==> src/rtl/branch_dispatch.sv <==
// Branch dispatch: queues decoded branch/jump instructions, allocates a ROB entry,
// reads and snoops operands, and issues one instruction at a time to the branch unit.
module branch_dispatch #(
    parameter logic [5:0]  INVALID_TAG = 6'b010000,
    parameter int unsigned DEPTH       = 4
) (
    input  logic        clock,
    input  logic        rst_n,
    input  logic        in_valid,
    output logic        in_ready,
    input  logic [6:0]  in_op,
    input  logic [2:0]  in_subtype,
    input  logic        in_flag,
    input  logic [4:0]  in_rs1,
    input  logic [4:0]  in_rs2,
    input  logic [31:0] in_offset,
    output logic [4:0]  rf_addr1,
    output logic [4:0]  rf_addr2,
    input  logic [31:0] rf_data1,
    input  logic [31:0] rf_data2,
    input  logic [5:0]  rf_tag1,
    input  logic [5:0]  rf_tag2,
    output logic        rob_alloc_req,
    input  logic        rob_alloc_gnt,
    input  logic [5:0]  rob_alloc_num,
    input  logic        CDBiscast,
    input  logic [5:0]  CDBrobNum,
    input  logic [31:0] CDBdata,
    input  logic        CDBiscast2,
    input  logic [5:0]  CDBrobNum2,
    input  logic [31:0] CDBdata2,
    input  logic        available,
    output logic        funcUnitEnable,
    output logic [6:0]  operatorType,
    output logic [2:0]  operatorSubType,
    output logic        operatorFlag,
    output logic [5:0]  robNum,
    output logic [31:0] data1,
    output logic [31:0] data2,
    output logic [5:0]  q1,
    output logic [5:0]  q2,
    output logic [31:0] offset_out
);
    localparam int AW = $clog2(DEPTH);
    localparam logic [AW:0] PTR_ONE = 1;
    localparam logic [6:0] OP_BR   = 7'b1100011;
    localparam logic [6:0] OP_JAL  = 7'b1101111;
    localparam logic [6:0] OP_JALR = 7'b1100111;

    localparam logic [2:0] S_IDLE  = 3'd0;
    localparam logic [2:0] S_ALLOC = 3'd1;
    localparam logic [2:0] S_READ  = 3'd2;
    localparam logic [2:0] S_WAIT  = 3'd3;
    localparam logic [2:0] S_FIRE  = 3'd4;

    typedef struct packed {
        logic [6:0]  op;
        logic [2:0]  subtype;
        logic        flag;
        logic [4:0]  rs1;
        logic [4:0]  rs2;
        logic [31:0] offset;
    } entry_t;

    entry_t      fifo [DEPTH];
    entry_t      head;
    logic [AW:0] wr_ptr, rd_ptr;
    logic        full, empty, push;
    logic [2:0]  state;
    logic [5:0]  rob_q;
    logic [5:0]  opd_tag1, opd_tag2;
    logic [31:0] opd_data1, opd_data2;
    logic [37:0] src1, src2, nxt1, nxt2;
    logic        use1, use2;

    // Port 2 is checked first so it wins when both broadcasts match.
    function automatic logic [37:0] snoop(input logic [5:0] tag, input logic [31:0] data,
                                          input logic c1, input logic [5:0] n1, input logic [31:0] d1,
                                          input logic c2, input logic [5:0] n2, input logic [31:0] d2);
        if (tag != INVALID_TAG && c2 && n2 == tag) return {INVALID_TAG, d2};
        if (tag != INVALID_TAG && c1 && n1 == tag) return {INVALID_TAG, d1};
        return {tag, data};
    endfunction

    assign empty = (wr_ptr == rd_ptr);
    assign full  = (wr_ptr[AW] != rd_ptr[AW]) && (wr_ptr[AW-1:0] == rd_ptr[AW-1:0]);
    assign in_ready = !full;
    assign push = in_valid && in_ready && (in_op inside {OP_BR, OP_JAL, OP_JALR});

    assign rob_alloc_req  = (state == S_ALLOC);
    assign funcUnitEnable = (state == S_FIRE);

    always_comb begin
        head = fifo[rd_ptr[AW-1:0]];
        rf_addr1 = (state == S_READ) ? head.rs1 : 5'd0;
        rf_addr2 = (state == S_READ) ? head.rs2 : 5'd0;
        // JAL reads nothing, JALR only rs1; x0 is always a ready zero.
        use1 = (head.op != OP_JAL) && (head.rs1 != 5'd0);
        use2 = (head.op == OP_BR)  && (head.rs2 != 5'd0);
        src1 = {opd_tag1, opd_data1};
        src2 = {opd_tag2, opd_data2};
        if (state == S_READ) begin
            src1 = use1 ? {rf_tag1, rf_data1} : {INVALID_TAG, 32'd0};
            src2 = use2 ? {rf_tag2, rf_data2} : {INVALID_TAG, 32'd0};
        end
        nxt1 = snoop(src1[37:32], src1[31:0], CDBiscast, CDBrobNum, CDBdata,
                     CDBiscast2, CDBrobNum2, CDBdata2);
        nxt2 = snoop(src2[37:32], src2[31:0], CDBiscast, CDBrobNum, CDBdata,
                     CDBiscast2, CDBrobNum2, CDBdata2);
    end

    always_ff @(posedge clock) begin
        if (push) fifo[wr_ptr[AW-1:0]] <= '{in_op, in_subtype, in_flag, in_rs1, in_rs2, in_offset};
    end

    always_ff @(posedge clock or negedge rst_n) begin
        if (!rst_n) begin
            wr_ptr          <= '0;
            rd_ptr          <= '0;
            state           <= S_IDLE;
            rob_q           <= '0;
            opd_tag1        <= INVALID_TAG;
            opd_tag2        <= INVALID_TAG;
            opd_data1       <= '0;
            opd_data2       <= '0;
            operatorType    <= '0;
            operatorSubType <= '0;
            operatorFlag    <= 1'b0;
            robNum          <= '0;
            data1           <= '0;
            data2           <= '0;
            q1              <= INVALID_TAG;
            q2              <= INVALID_TAG;
            offset_out      <= '0;
        end else begin
            if (push) wr_ptr <= wr_ptr + PTR_ONE;
            case (state)
                S_IDLE:  if (!empty) state <= S_ALLOC;
                S_ALLOC: if (rob_alloc_gnt) begin
                    rob_q <= rob_alloc_num;
                    state <= S_READ;
                end
                S_READ: begin
                    {opd_tag1, opd_data1} <= nxt1;
                    {opd_tag2, opd_data2} <= nxt2;
                    state <= S_WAIT;
                end
                S_WAIT: begin
                    {opd_tag1, opd_data1} <= nxt1;
                    {opd_tag2, opd_data2} <= nxt2;
                    // Issue registers load here so they are valid throughout FIRE and hold after.
                    if (available) begin
                        {q1, data1}     <= nxt1;
                        {q2, data2}     <= nxt2;
                        operatorType    <= head.op;
                        operatorSubType <= head.subtype;
                        operatorFlag    <= head.flag;
                        offset_out      <= head.offset;
                        robNum          <= rob_q;
                        state           <= S_FIRE;
                    end
                end
                S_FIRE: begin
                    rd_ptr <= rd_ptr + PTR_ONE;
                    state  <= S_IDLE;
                end
                default: state <= S_IDLE;
            endcase
        end
    end
endmodule
==> config.mk <==
export PLATFORM = sky130hd
export DESIGN_NAME = branch_dispatch
export DESIGN_NICKNAME = d
export VERILOG_FILES = /design/src/rtl/branch_dispatch.sv
export SDC_FILE = /design/constraint.sdc
export NUM_CORES = 1
export LEC_CHECK = 0
export BUFFER_PORTS_ARGS = -buffer_cell sky130_fd_sc_hd__buf_4
export CAP_MARGIN = 10
export CORE_MARGIN = 2
export CORE_UTILIZATION = 50
export DETAILED_ROUTE_END_ITERATION = 6
export GPL_TIMING_DRIVEN = 1
export PLACE_DENSITY = 0.76
export SYNTH_ARGS = -nofsm -noshare
export SYNTH_HDL_FRONTEND = slang
export SYNTH_SLANG_ARGS = --single-unit
==> constraint.sdc <==
create_clock -name clock -period 6.5 [get_ports clock]
set_clock_uncertainty 0.15 [all_clocks]
set_input_delay 0.325 -clock clock [delete_from_list [all_inputs] [get_ports clock]]
set_output_delay 0.325 -clock clock [all_outputs]
set_load 0.01 [all_outputs]
---- Word-level counts from Yosys, hierarchy flattened ----
Memories as Yosys holds them, arrays and structs flattened.
Cells that the tools add are included.
Widths: inputs -> output; s select.
cells by class
  mux-type cells .......................... 26
  $add $sub $neg .......................... 2
  reduce and logical (&&, ||, !) cells .... 22
  equal/unequal tests ..................... 21
operator list
  cell                 number
  $mux 38              12
  $eq 7x7->1 const B   4
  $eq 6x6->1           4
  $logic_and 1x1->1    13
  $ne 6x5->1 const B   2
  $pmux 3 s4           1
  $mux 5               2
  $reduce_bool 5->1    2
  $mux 3               3
  $mux 1               8
  $ne 7x7->1 const B   1
  $add 3x1->3 const B  2
  $eq 3x2->1 const B   2
  $ne 2x2->1 const B   2
  $reduce_and 2->1     2
  $eq 3x1->1 const B   1
  $eq 3x3->1           1
  $eq 3x3->1 const B   1
  $logic_not 3->1      1
  $reduce_and 3->1     1
  $reduce_bool 3->1    1
  $eq 2x2->1           1
  $ne 2x1->1 const B   1
  $reduce_or 2->1      1
  other kinds (2)      2
storage, ports and cells
  memories kept ........................... 1
  bits in writable memories ............... 212
  output and inout bits ................... 138
  register bits ........................... 216
memory list
  name  words  width  rd ports  clocked after memory_dff  wr ports  line  RTL
  fifo  4      53     1         0                         1         65    entry_t fifo [DEPTH];

---- Logic depth before layout (Yosys ltp) ----
Gate-level depths: netlist of the first run.
An unclocked memory read counts as a cell.
  depth after elaboration ................. 12
  mapped depth ............................ 14
  depth with buffers taken out ............ 9

---- Worst setup path before layout of the first run ----
Ideal clock, no wire load.
  path kind ............................... flip-flop to flip-flop
  start point ............................. register rd_ptr[1]
  end point ............................... register data1[13]
  buffers on the path ..................... 4
  arrival ................................. 3,547 ps
  setup slack ............................. 2,662 ps
  library setup time ...................... 141 ps
  required time ........................... 6,209 ps
  stages on the path, launching flop included .. 14
  cell sequence ........................... dfrtp_1 clkbuf_1 buf_2 mux4_2 or4_4 nor2_4 o31ai_1 xor2_1 or4_4 nor4_4 buf_4 buf_4 a311o_1 a31oi_1
between the ends
  word-level cells in the longest chain between the ends .. 12
  elaborated cells on any way between the ends .. 19
RTL lines
  item                                                    line    RTL
  start: declaration                                      67      logic [AW:0] wr_ptr, rd_ptr;
  start signal: assignment                                164     rd_ptr <= rd_ptr + PTR_ONE;
  $mem_v2 4x53 (*)                                        n/a
  $ne 7x7->1 / $reduce_bool 5->1 (equally long branches)  98      use1 = (head.op != OP_JAL) && (head.rs1 != 5'd0);
  $logic_and 1x1->1 (*)                                   98
  $mux 38 (*)                                             103     src1 = use1 ? {rf_tag1, rf_data1} : {INVALID_TAG, 32'd0};
  $mux 38 (*)                                             102     if (state == S_READ) begin
  $ne 6x5->1                                              80, 81
  $logic_and 1x1->1 (2 in series)                         81      if (tag != INVALID_TAG && c1 && n1 == tag) return {INVALID_TAG, d1};
  $mux 1 (2 in series)                                    81
  $mux 38                                                 82      return {tag, data};
  $mux 38 (*)                                             81
  end signal: assignment                                  153     {q1, data1} <= nxt1;
  end: declaration                                        38      output logic [31:0] data1,
Mark *: on every way between the ends. The rest lies on a longest branch, timed or not. The select of a mux whose other input is x is not followed.
A chain may end at the register's enable or synchronous reset.

---- Worst setup path after layout of the first run ----
  start point ............................. register rd_ptr[0]
  end point ............................... register opd_data2[28]
between the ends
  word-level cells in the longest chain between the ends .. 12
  elaborated cells on any way between the ends .. 19
RTL lines
  item                                                    line    RTL
  $mem_v2 4x53 (*)                                        n/a
  $eq 7x7->1 / $reduce_bool 5->1 (equally long branches)  99      use2 = (head.op == OP_BR) && (head.rs2 != 5'd0);
  $logic_and 1x1->1 (*)                                   99
  $mux 38 (*)                                             104     src2 = use2 ? {rf_tag2, rf_data2} : {INVALID_TAG, 32'd0};
  $mux 38 (*)                                             102
  $ne 6x5->1                                              80, 81
  $logic_and 1x1->1 (2 in series)                         81
  $mux 1 (2 in series)                                    81
  $mux 38                                                 82
  $mux 38 (*)                                             81
  end signal: assignment                                  145     {opd_tag2, opd_data2} <= nxt2;
  end signal: assignment                                  150     {opd_tag2, opd_data2} <= nxt2;
  end: declaration                                        72      logic [31:0] opd_data1, opd_data2;
Marks and branches as above.

==> out/results.tsv, run 1 <==
metric	value	unit
Final period util	0.799	
Static Leak	0.00979	uW
total CTS buffers	44	
post-route cell area	24100	um^2
Worst setup SP type	register	
routability cong.	0.886	
All-Layer GR Usage	0.285	
Syn Inst Count	1532	
largest net degree at the start of global routing	122	
antenna-violating nets left	0	
unrepaired setup endpoints after global routing	no	
Max-Cap Viols	0	
asr flop ratio synth	0.505	
# port buffers	355	
Worst-path clk slew	60	ps
fin crit period	5190	ps
CTS tree	built	
share of layout cells above drive strength 1	0.267	
Post-Syn Area	18600	um^2
TritonCTS Sinks	428	
Die W	197	um
Mapped Nets	1755	
crit path max fanout	41	
Nets	2170	
vias in the first global route	14900	
worst endpoint data arrival time	5530	ps
CP endpoint kind	register	
Synth Register Bits	428	
EDFF count, synth	212	
Synth cell types	72	
DR vias/cell	6.01	
core area	36600	um^2
Yosys Warn Count	0	
dpl cell area	21600	um^2
Setup Slack @ Placement	1400	ps
max-slew violation count	0	
Max Fclk	0.193	GHz
Worst Hold Class	in2reg	
peak supply drop	0.258	mV
1st-iter DRT viols	1238	
Area Growth Syn to Fin	29.6	%
routed vias	14700	
Tightest Pin Transition	1070	ps
wire per inst	22.5	um
Seq/Total Area, Yosys	0.634	
global route overflow	0	
I/O pin cnt	356	
final wirelength	55.2	mm
top_reg_cell synth	edfxtp_1	
Residual DRC	0	
antenna violations before repair	3	
status	complete, no violations	
H-Tree Depth	2	
PnR worst setup slack	1310	ps
Crit Path Category	reg2reg	
Clk Latency, worst-skew pair	590	ps
Critical Path RT	6840	ps
post-cts resize count	0	
syn avg cell area	12.1	um^2
final setup vio count	0	
Setup TNS	0	ps
Die Y-Extent	197	um
placement row count	70	
Slew HR	0.290	
effective utilization at floorplan	0.507	
die footprint	38700	um^2
dpl hpwl	34.1	mm
first-pass GRT wire length	84.7	mm
Power Density	413	nW/um^2
Final Hold Vio Count	0	
Max Root-Sink Buffers	3	
Root Driver	clkbuf_16	
first-pass detailed-route iteration total	5	
-- metrics by stage --
stage	std cells	hold WS [ps]	utilization	power, uW
after global routing	2450	60.3	0.657	10500
after detailed placement	2266	279	0.591	7410
after global placement	2266	273	0.591	7300
after floorplan	1532	-121	-	6030
final	2451	56.6	0.657	9930
after CTS	2447	3.60	0.657	9940
-- layer usage --
| metal | track usage | wire length [um] |
|---|---|---|
| met1 | 0.350 | 20600 |
| met5 | 0 | 14 |
| met3 | 0.0758 | 5120 |
| met4 | 0.129 | 2420 |
| met2 | 0.476 | 27100 |
-- final timing paths --
kind,to,slack [ps],depth (start not counted),from
min,data2[12],60,4,rf_data2[12]
min reg2reg,robNum[5],330,2,robNum[5]
min in group asynchronous,opd_data2[6],200,2,rst_n
max reg2reg,opd_data2[28],1310,10,rd_ptr[0]
max,opd_data2[28],1310,10,rd_ptr[0]
max in group asynchronous,opd_data1[24],4850,3,rst_n
-- layout make-up --
| type | instances | area [um^2] |
|---|---|---|
| Antenna cell | 3 | 7.51 |
| Clock buffer | 67 | 1260 |
| Clock inverter | 12 | 143 |
| Fill cell | 2620 | 12500 |
| Inverter | 39 | 151 |
| Multi-Input combinational cell | 957 | 6250 |
| Sequential cell | 428 | 11800 |
| Tap cell | 468 | 586 |
| Timing Repair Buffer | 477 | 3880 |
-- critical path, cell delays in order (launching register included) --
cell and delay, ps:
dfrtp_4 720, mux4_2 610, or4b_4 570, a211oi_4 460, a22oi_1 210, a2111oi_0 560, and4_2 860, buf_4 340
a221oi_1 80, o31a_1 350, a21oi_1 150
-- synth_stat cells (3+ instances only) --
cell,n,share of area
nand2_1,263,0.053
dfrtp_1,212,0.29
edfxtp_1,212,0.34
nor2_1,170,0.034
a21oi_1,89,0.024
clkbuf_1,78,0.016
a31oi_1,68,0.023
mux4_2,53,0.064
inv_1,38,0.0077
nand3_1,34,0.0092
a311o_1,29,0.016
nor2b_1,21,0.0071
a221oi_1,20,0.0094
a22oi_1,20,0.0081
o31a_1,19,0.0090
and2_1,17,0.0057
a221o_1,14,0.0075
buf_2,13,0.0035
o31ai_1,12,0.0049
o22ai_1,11,0.0037
and3_1,10,0.0034
o21ai_0,9,0.0024
xor2_1,9,0.0042
buf_1,8,0.0016
mux2_2,8,0.0049
xnor2_1,8,0.0038
buf_4,7,0.0028
nor4_1,6,0.0020
ha_1,5,0.0034
dfstp_2,4,0.0057
mux2i_1,4,0.0022
nor3_1,4,0.0011
nand2b_1,3,0.0010
o2111ai_1,3,0.0014
or2_2,3,0.0010
or4_1,3,0.0012
-- power by group --
group	internal [uW]	switching (uW)
sequential	3450	466
combinational	1670	1880
clock	1390	1070
-- state kept, by name, indices dropped and copies added (netlist names), 6 cells and up --
signal and flops:
q2 6, opd_tag2 6, fifo 212, opd_data1 32
robNum 6, operatorType 7, q1 6, opd_data2 32
offset_out 32, data1 32, rob_q 6, data2 32
opd_tag1 6
-- kinds of logic after synthesis --
| logic type | count (synthesis) | synth area share |
|---|---|---|
| simple gates | 552 | 0.129 |
| flops | 428 | 0.634 |
| compound gates | 318 | 0.121 |
| buf+inv | 147 | 0.0328 |
| mux | 65 | 0.0713 |
| xor+xnor | 17 | 0.00802 |
| fa+ha+maj | 5 | 0.00337 |
-- repair_timing --
action,CTS,global route
buffers inserted,0,0
endpoints found under the hold margin,419,1
hold buffers,102,1
-- cell usage in the layout (no fill, tap or decap), types with 5 or more instances in the layout --
cell           netlist  routed
and3_1              10       9
nand3_1             34      33
nand2_1            263     263
clkbuf_16            0      44
edfxtp_1           212     212
inv_1               38      38
xnor2_1              8       8
o31ai_1             12      12
o31a_1              19      19
clkbuf_1            78      16
ha_1                 5       5
a22oi_1             20      20
mux4_2              53      53
a31oi_1             68      68
o21ai_0              9       9
o22ai_1             11      11
clkbuf_8             0       7
dfrtp_1            212     210
buf_4                7     370
a221o_1             14      14
mux2_2               8       8
nor4_1               6       5
dlygate4sd3_1        0     103
a311o_1             29      29
xor2_1               9       9
a221oi_1            20      20
a21oi_1             89      89
nor2b_1             21      20
clkinv_2             0       5
and2_1              17      13
nor2_1             170     168
Note: power is estimated with default switching activity, not from simulation.
==> run 2, diff against run 1 <==
==> constraint.sdc (replaced) <==
create_clock -name clock -period 4.97 [get_ports clock]
set_clock_uncertainty 0.15 [all_clocks]
set_input_delay 0.2485 -clock clock [delete_from_list [all_inputs] [get_ports clock]]
set_output_delay 0.2485 -clock clock [all_outputs]
set_load 0.01 [all_outputs]
==> out/results.tsv, run 2 (same netlist as run 1, synthesis figures left out) <==
metric	value	unit	change
PnR worst setup slack	202	ps	was 1310 ps
hold path startpoint	CDBdata[19]		was rf_data2[12]
unrepaired setup endpoints after global routing	no		unchanged
Max-Cap Viols	0		unchanged
core area	36600	um^2	unchanged
routed vias	14700		about the same
routability cong.	0.911		was 0.886
final setup vio count	0		unchanged
share of layout cells above drive strength 1	0.270		was 0.267
commonest cells after routing, fill and taps aside	buf_4 (384), nand2_1 (263), edfxtp_1 (212)		was buf_4 (370), nand2_1 (263), edfxtp_1 (212)
max FFs per register	212		unchanged
H-Tree Depth	2		unchanged
DR vias/cell	5.91		was 6.01
Worst-path clk slew	60	ps	about the same
crit path max fanout	66		was 41
Worst Reg2Reg Path Length in Cells	12		was 10
dpl cell area	21700	um^2	was 21600 um^2
I/O pin cnt	356		unchanged
Root Driver	clkbuf_16		unchanged
effective utilization at floorplan	0.507		unchanged
Critical R2R Capture	opd_data1[5]		was opd_data2[28]
vias in the first global route	15000		was 14900
Power Density	541	nW/um^2	was 413 nW/um^2
CP endpoint kind	register		unchanged
first-pass GRT wire length	83.9	mm	was 84.7 mm
total CTS buffers	44		unchanged
reg2reg start	rd_ptr[0]		unchanged
Max Root-Sink Buffers	3		unchanged
Tightest Pin Transition	1160	ps	was 1070 ps
largest net degree at the start of global routing	140		was 122
worst endpoint data arrival time	5000	ps	was 5530 ps
Hold Path Stages	4		unchanged
post-route cell area	24500	um^2	was 24100 um^2
antenna-violating nets left	0		unchanged
TritonCTS Sinks	428		unchanged
final wirelength	54.6	mm	was 55.2 mm
Crit Path Category	reg2reg		unchanged
register area	11800	um^2	unchanged
post-cts resize count	0		unchanged
Worst Hold Class	in2reg		unchanged
first-pass detailed-route iteration total	7		was 5
Min-Delay Endpoint	data1[19]		was data2[12]
max-slew violation count	0		unchanged
global route overflow	0		unchanged
Static Leak	0.0100	uW	was 0.00979 uW
Nets	2214		was 2170
wire per inst	21.9	um	was 22.5 um
1st-iter DRT viols	1120		was 1238
Setup Slack @ Placement	401	ps	was 1400 ps
Area Growth Syn to Fin	32.1	%	was 29.6%
placement row count	70		unchanged
Die W	197	um	unchanged
CTS tree	built		unchanged
# port buffers	355		unchanged
fin crit period	4770	ps	was 5190 ps
Setup TNS	0	ps	unchanged
Final period util	0.959		was 0.799
commonest non-fill, non-tap cell in the layout	buf_4		unchanged
peak supply drop	0.424	mV	was 0.258 mV
status	complete, no violations		unchanged
count of filler cells inserted in the layout	2587		was 2620
Die Y-Extent	197	um	unchanged
Critical Path RT	5200	ps	was 6840 ps
Clk Latency, worst-skew pair	560	ps	was 590 ps
All-Layer GR Usage	0.280		was 0.285
dpl hpwl	35.0	mm	was 34.1 mm
Max Fclk	0.210	GHz	was 0.193 GHz
FF-to-FF setup slack	200	ps	was 1310 ps
area of the multi-input gates	6250	um^2	unchanged
die footprint	38700	um^2	unchanged
Residual DRC	0		unchanged
antenna violations before repair	2		was 3
Worst setup SP type	register		unchanged
Final Hold Vio Count	0		unchanged
Slew HR	0.230		was 0.290
-- run 2: cell types whose count changed in the layout (fill, tap and decap cells not counted), moves of 3 or more --
| cell | change |
|---|---|
| bufinv_16 | +3 |
| dlygate4sd3_1 | +28 |
| clkbuf_1 | -3 |
| buf_4 | +14 |
-- run 2: worst max path at each step --
stage                          from       endpoint  slack [ps]  cells after the start
after floorplan           rd_ptr[1]  opd_data1[13]        1130                     13
after global placement    rd_ptr[0]  opd_data2[28]         400                     10
after detailed placement  rd_ptr[0]      data2[27]         400                     10
after CTS                 rd_ptr[0]      data1[23]          60                     12
after global routing      rd_ptr[0]       data1[8]          30                     12
final                     rd_ptr[0]   opd_data1[5]         200                     12
-- run 2: power by group --
group / switching, uW / total [uW] / internal (uW)
sequential: 558 / 5070 / 4520
clock: 1370 / 3330 / 1960
combinational: 2540 / 4870 / 2330
-- run 2: layer usage --
layer / wire, um / up-vias / part of all wire / track usage
li1: - / 6543 / - / -
met5: 13 / - / 0.00024 / 0
met2: 26800 / 730 / 0.49 / 0.468
met3: 4720 / 145 / 0.086 / 0.0640
met4: 2270 / 2 / 0.042 / 0.116
met1: 20800 / 7301 / 0.38 / 0.354
-- run 2: critical path, cell delays in order (launching register included) --
cell and delay [ps]:
dfrtp_4 500, buf_4 260, mux4_2 590, and3_1 170
and3_1 280, o31ai_1 450, xor2_1 130, or4_4 510
nor4_4 330, buf_12 320, a311o_1 200, dlygate4sd3_1 570
a31oi_1 90
-- run 2: timing repair --
item / 4_1_cts / 5_1_grt
hold endpoints to repair: 438 / 0
hold buffers: 131 / 0
buffers inserted: 0 / 8
endpoints found under the setup margin: 0 / 13
-- run 2: layout make-up --
type                    instances  share of cell area
multi-input cells             957               0.255
well taps                     468              0.0239
diodes                          1            0.000102
flip-flops and latches        428               0.480
clock buffers                  63              0.0507
clock inverters                15             0.00857
inverters                      39             0.00617
repair buffers                521               0.176
-- run 2: through the flow --
step           hold slack, ps  power, uW  cells  utilization
2_1_floorplan            -197       7890   1532            -
3_3_place_gp              180       9580   2274        0.593
3_5_place_dp              184       9730   2274        0.593
4_1_cts                0.0954      13300   2483        0.669
5_1_grt                  17.4      14000   2492        0.670
6_report                 10.8      13300   2492        0.670
==> run 3, diff against run 2 <==
--- a/config.mk
+++ b/config.mk
@@ -7,11 +7,13 @@
 export LEC_CHECK = 0
 export BUFFER_PORTS_ARGS = -buffer_cell sky130_fd_sc_hd__buf_4
 export CAP_MARGIN = 10
+export CELL_PAD_IN_SITES_DETAIL_PLACEMENT = 0
+export CELL_PAD_IN_SITES_GLOBAL_PLACEMENT = 2
 export CORE_MARGIN = 2
-export CORE_UTILIZATION = 50
+export CORE_UTILIZATION = 37
 export DETAILED_ROUTE_END_ITERATION = 6
 export GPL_TIMING_DRIVEN = 1
-export PLACE_DENSITY = 0.76
+export PLACE_DENSITY = 0.83
 export SYNTH_ARGS = -nofsm -noshare
 export SYNTH_HDL_FRONTEND = slang
 export SYNTH_SLANG_ARGS = --single-unit
==> out/results.tsv, run 3 (same netlist as run 1, synthesis figures left out) <==
metric	value	unit	change
vias in the first global route	15100		was 15000
max-slew violation count	0		unchanged
routability cong.	0.841		was 0.911
All-Layer GR Usage	0.216		was 0.280
Residual DRC	0		unchanged
TritonCTS Sinks	428		unchanged
reg2reg start	rd_ptr[0]		unchanged
Post-Layout Cell Count	2771		was 2492
Critical Path RT	5220	ps	was 5200 ps
Max-Cap Viols	0		unchanged
H-Tree Depth	2		unchanged
Power Density	534	nW/um^2	was 541 nW/um^2
die footprint	52000	um^2	was 38700 um^2
Max Root-Sink Buffers	3		unchanged
antenna-violating nets left	0		unchanged
Placed Cells	2480		was 2274
Static Leak	0.0103	uW	was 0.0100 uW
CP endpoint kind	register		unchanged
largest net degree at the start of global routing	112		was 140
final setup vio count	0		unchanged
unrepaired setup endpoints after global routing	no		unchanged
1st-iter DRT viols	1063		was 1120
Worst Reg2Reg Path Length in Cells	12		unchanged
Slew HR	0.335		was 0.230
peak supply drop	0.308	mV	was 0.424 mV
PnR worst setup slack	178	ps	was 202 ps
Worst setup SP type	register		unchanged
placement row count	82		was 70
antenna violations before repair	7		was 2
WP buf/inv	3		unchanged
FF-to-FF setup slack	180	ps	was 200 ps
Min-Delay Endpoint	data2[23]		was data1[19]
Most common cell on crit path	or4_4		was and3_1
first-pass detailed-route iteration total	5		was 7
Final period util	0.964		was 0.959
Die W	228	um	was 197 um
Pwr Total	13700	uW	was 13300 uW
Root Driver	clkbuf_16		unchanged
core area	49900	um^2	was 36600 um^2
global route overflow	0		unchanged
effective utilization at floorplan	0.372		was 0.507
I/O pin cnt	356		unchanged
CTS tree	built		unchanged
commonest non-fill, non-tap cell in the layout	buf_4		unchanged
worst endpoint data arrival time	5050	ps	was 5000 ps
status	complete, no violations		unchanged
first-pass GRT wire length	88.1	mm	was 83.9 mm
final wirelength	56.8	mm	was 54.6 mm
Final Hold Vio Count	0		unchanged
Tightest Pin Transition	997	ps	was 1160 ps
Critical R2R Capture	data1[24]		was opd_data1[5]
CP cell instances	mux4_2, or4_4, nor2_4, o31ai_2, xor2_1, or4_4, nor4_4, buf_12, buf_4, a311o_1, dlygate4sd3_1, a31oi_1		was buf_4, mux4_2, and3_1, and3_1, o31ai_1, xor2_1, or4_4, nor4_4, buf_12, a311o_1, dlygate4sd3_1, a31oi_1
dpl hpwl	35.8	mm	was 35.0 mm
Crit Path Category	reg2reg		unchanged
final hold slack	35.6	ps	was 10.8 ps
commonest cells after routing, fill and taps aside	buf_4 (375), nand2_1 (263), edfxtp_1 (212)		was buf_4 (384), nand2_1 (263), edfxtp_1 (212)
routed vias	14600		was 14700
Area Growth Syn to Fin	37.8	%	was 32.1%
Crit path max-delay family	simple AND/OR/NAND/NOR gates		unchanged
Max Fclk	0.209	GHz	was 0.210 GHz
Hold Path Stages	5		was 4
Setup TNS	0	ps	unchanged
count of filler cells inserted in the layout	4427		was 2587
# port buffers	355		unchanged
Worst-path clk slew	60	ps	about the same
max FFs per register	212		unchanged
DR vias/cell	5.29		was 5.91
crit path max fanout	18		was 66
Critical Path Max Stage Delay	600	ps	was 590 ps
total CTS buffers	47		was 44
hold path startpoint	CDBdata[23]		was CDBdata[19]
Nets	2279		was 2214
fin crit period	4790	ps	was 4770 ps
Setup Slack @ Placement	470	ps	was 401 ps
Worst Hold Class	in2reg		unchanged
share of layout cells above drive strength 1	0.264		was 0.270
Slowest-stage cell, CP	dfrtp_4		was mux4_2
Die Y-Extent	228	um	was 197 um
Clk Latency, worst-skew pair	590	ps	was 560 ps
wire per inst	20.5	um	was 21.9 um
run 3: repair_timing:
action / CTS / global route
setup endpoints to repair: 0 / 43
hold buffers: 198 / 0
buffers inserted: 0 / 1
resized for setup: 0 / 2
hold endpoints to repair: 463 / 0
run 3: worst reg2reg max path, cell delays in order, from the launching register on:
cell,delay (ps)
dfrtp_4,600
mux4_2,560
or4_4,560
nor2_4,270
o31ai_2,140
xor2_1,160
or4_4,500
nor4_4,440
buf_12,230
buf_4,200
a311o_1,150
dlygate4sd3_1,560
a31oi_1,80
run 3: cell type report:
cell class                 count  area (um^2)  share of cell area
inverter                      39          151             0.00591
timing repair buffer         583         4980               0.194
antenna                        6         15.0            0.000587
tap                          672          841              0.0328
clock buffer                  64         1320              0.0516
sequential                   428        11800               0.460
clock inverter                22          251             0.00983
multi-input combinational    957         6260               0.245
run 3: where the power goes:
part	switching [uW]	internal, uW
Combinational	2550	2560
Sequential	555	4520
Clock	1450	2040
Total	4560	9110
run 3: worst max path at each step:
| stage | start | end | depth (start not counted) | slack (ps) |
|---|---|---|---|---|
| after global placement | rd_ptr[0] | opd_tag2[2] | 10 | 440 |
| after CTS | rd_ptr[0] | data1[2] | 12 | 20 |
| after floorplan | rd_ptr[1] | opd_data1[13] | 13 | 1130 |
| after global routing | rd_ptr[0] | data2[25] | 11 | 20 |
| final | rd_ptr[0] | data1[24] | 12 | 180 |
| after detailed placement | rd_ptr[0] | data2[16] | 10 | 470 |
run 3: metal layers:
layer,vias up,wire (um),GRT usage
met4,4,1250,0.0645
li1,6693,-,-
met1,7311,23900,0.282
met2,555,27200,0.358
met5,-,27,0
met3,85,4360,0.0506
run 3: through the flow:
step / util / cell area [um^2]
6_report: 0.513 / 25600
5_1_grt: 0.513 / 25600
3_5_place_dp: 0.441 / 22000
3_3_place_gp: 0.441 / 22000
4_1_cts: 0.513 / 25600
2_1_floorplan: - / 18600
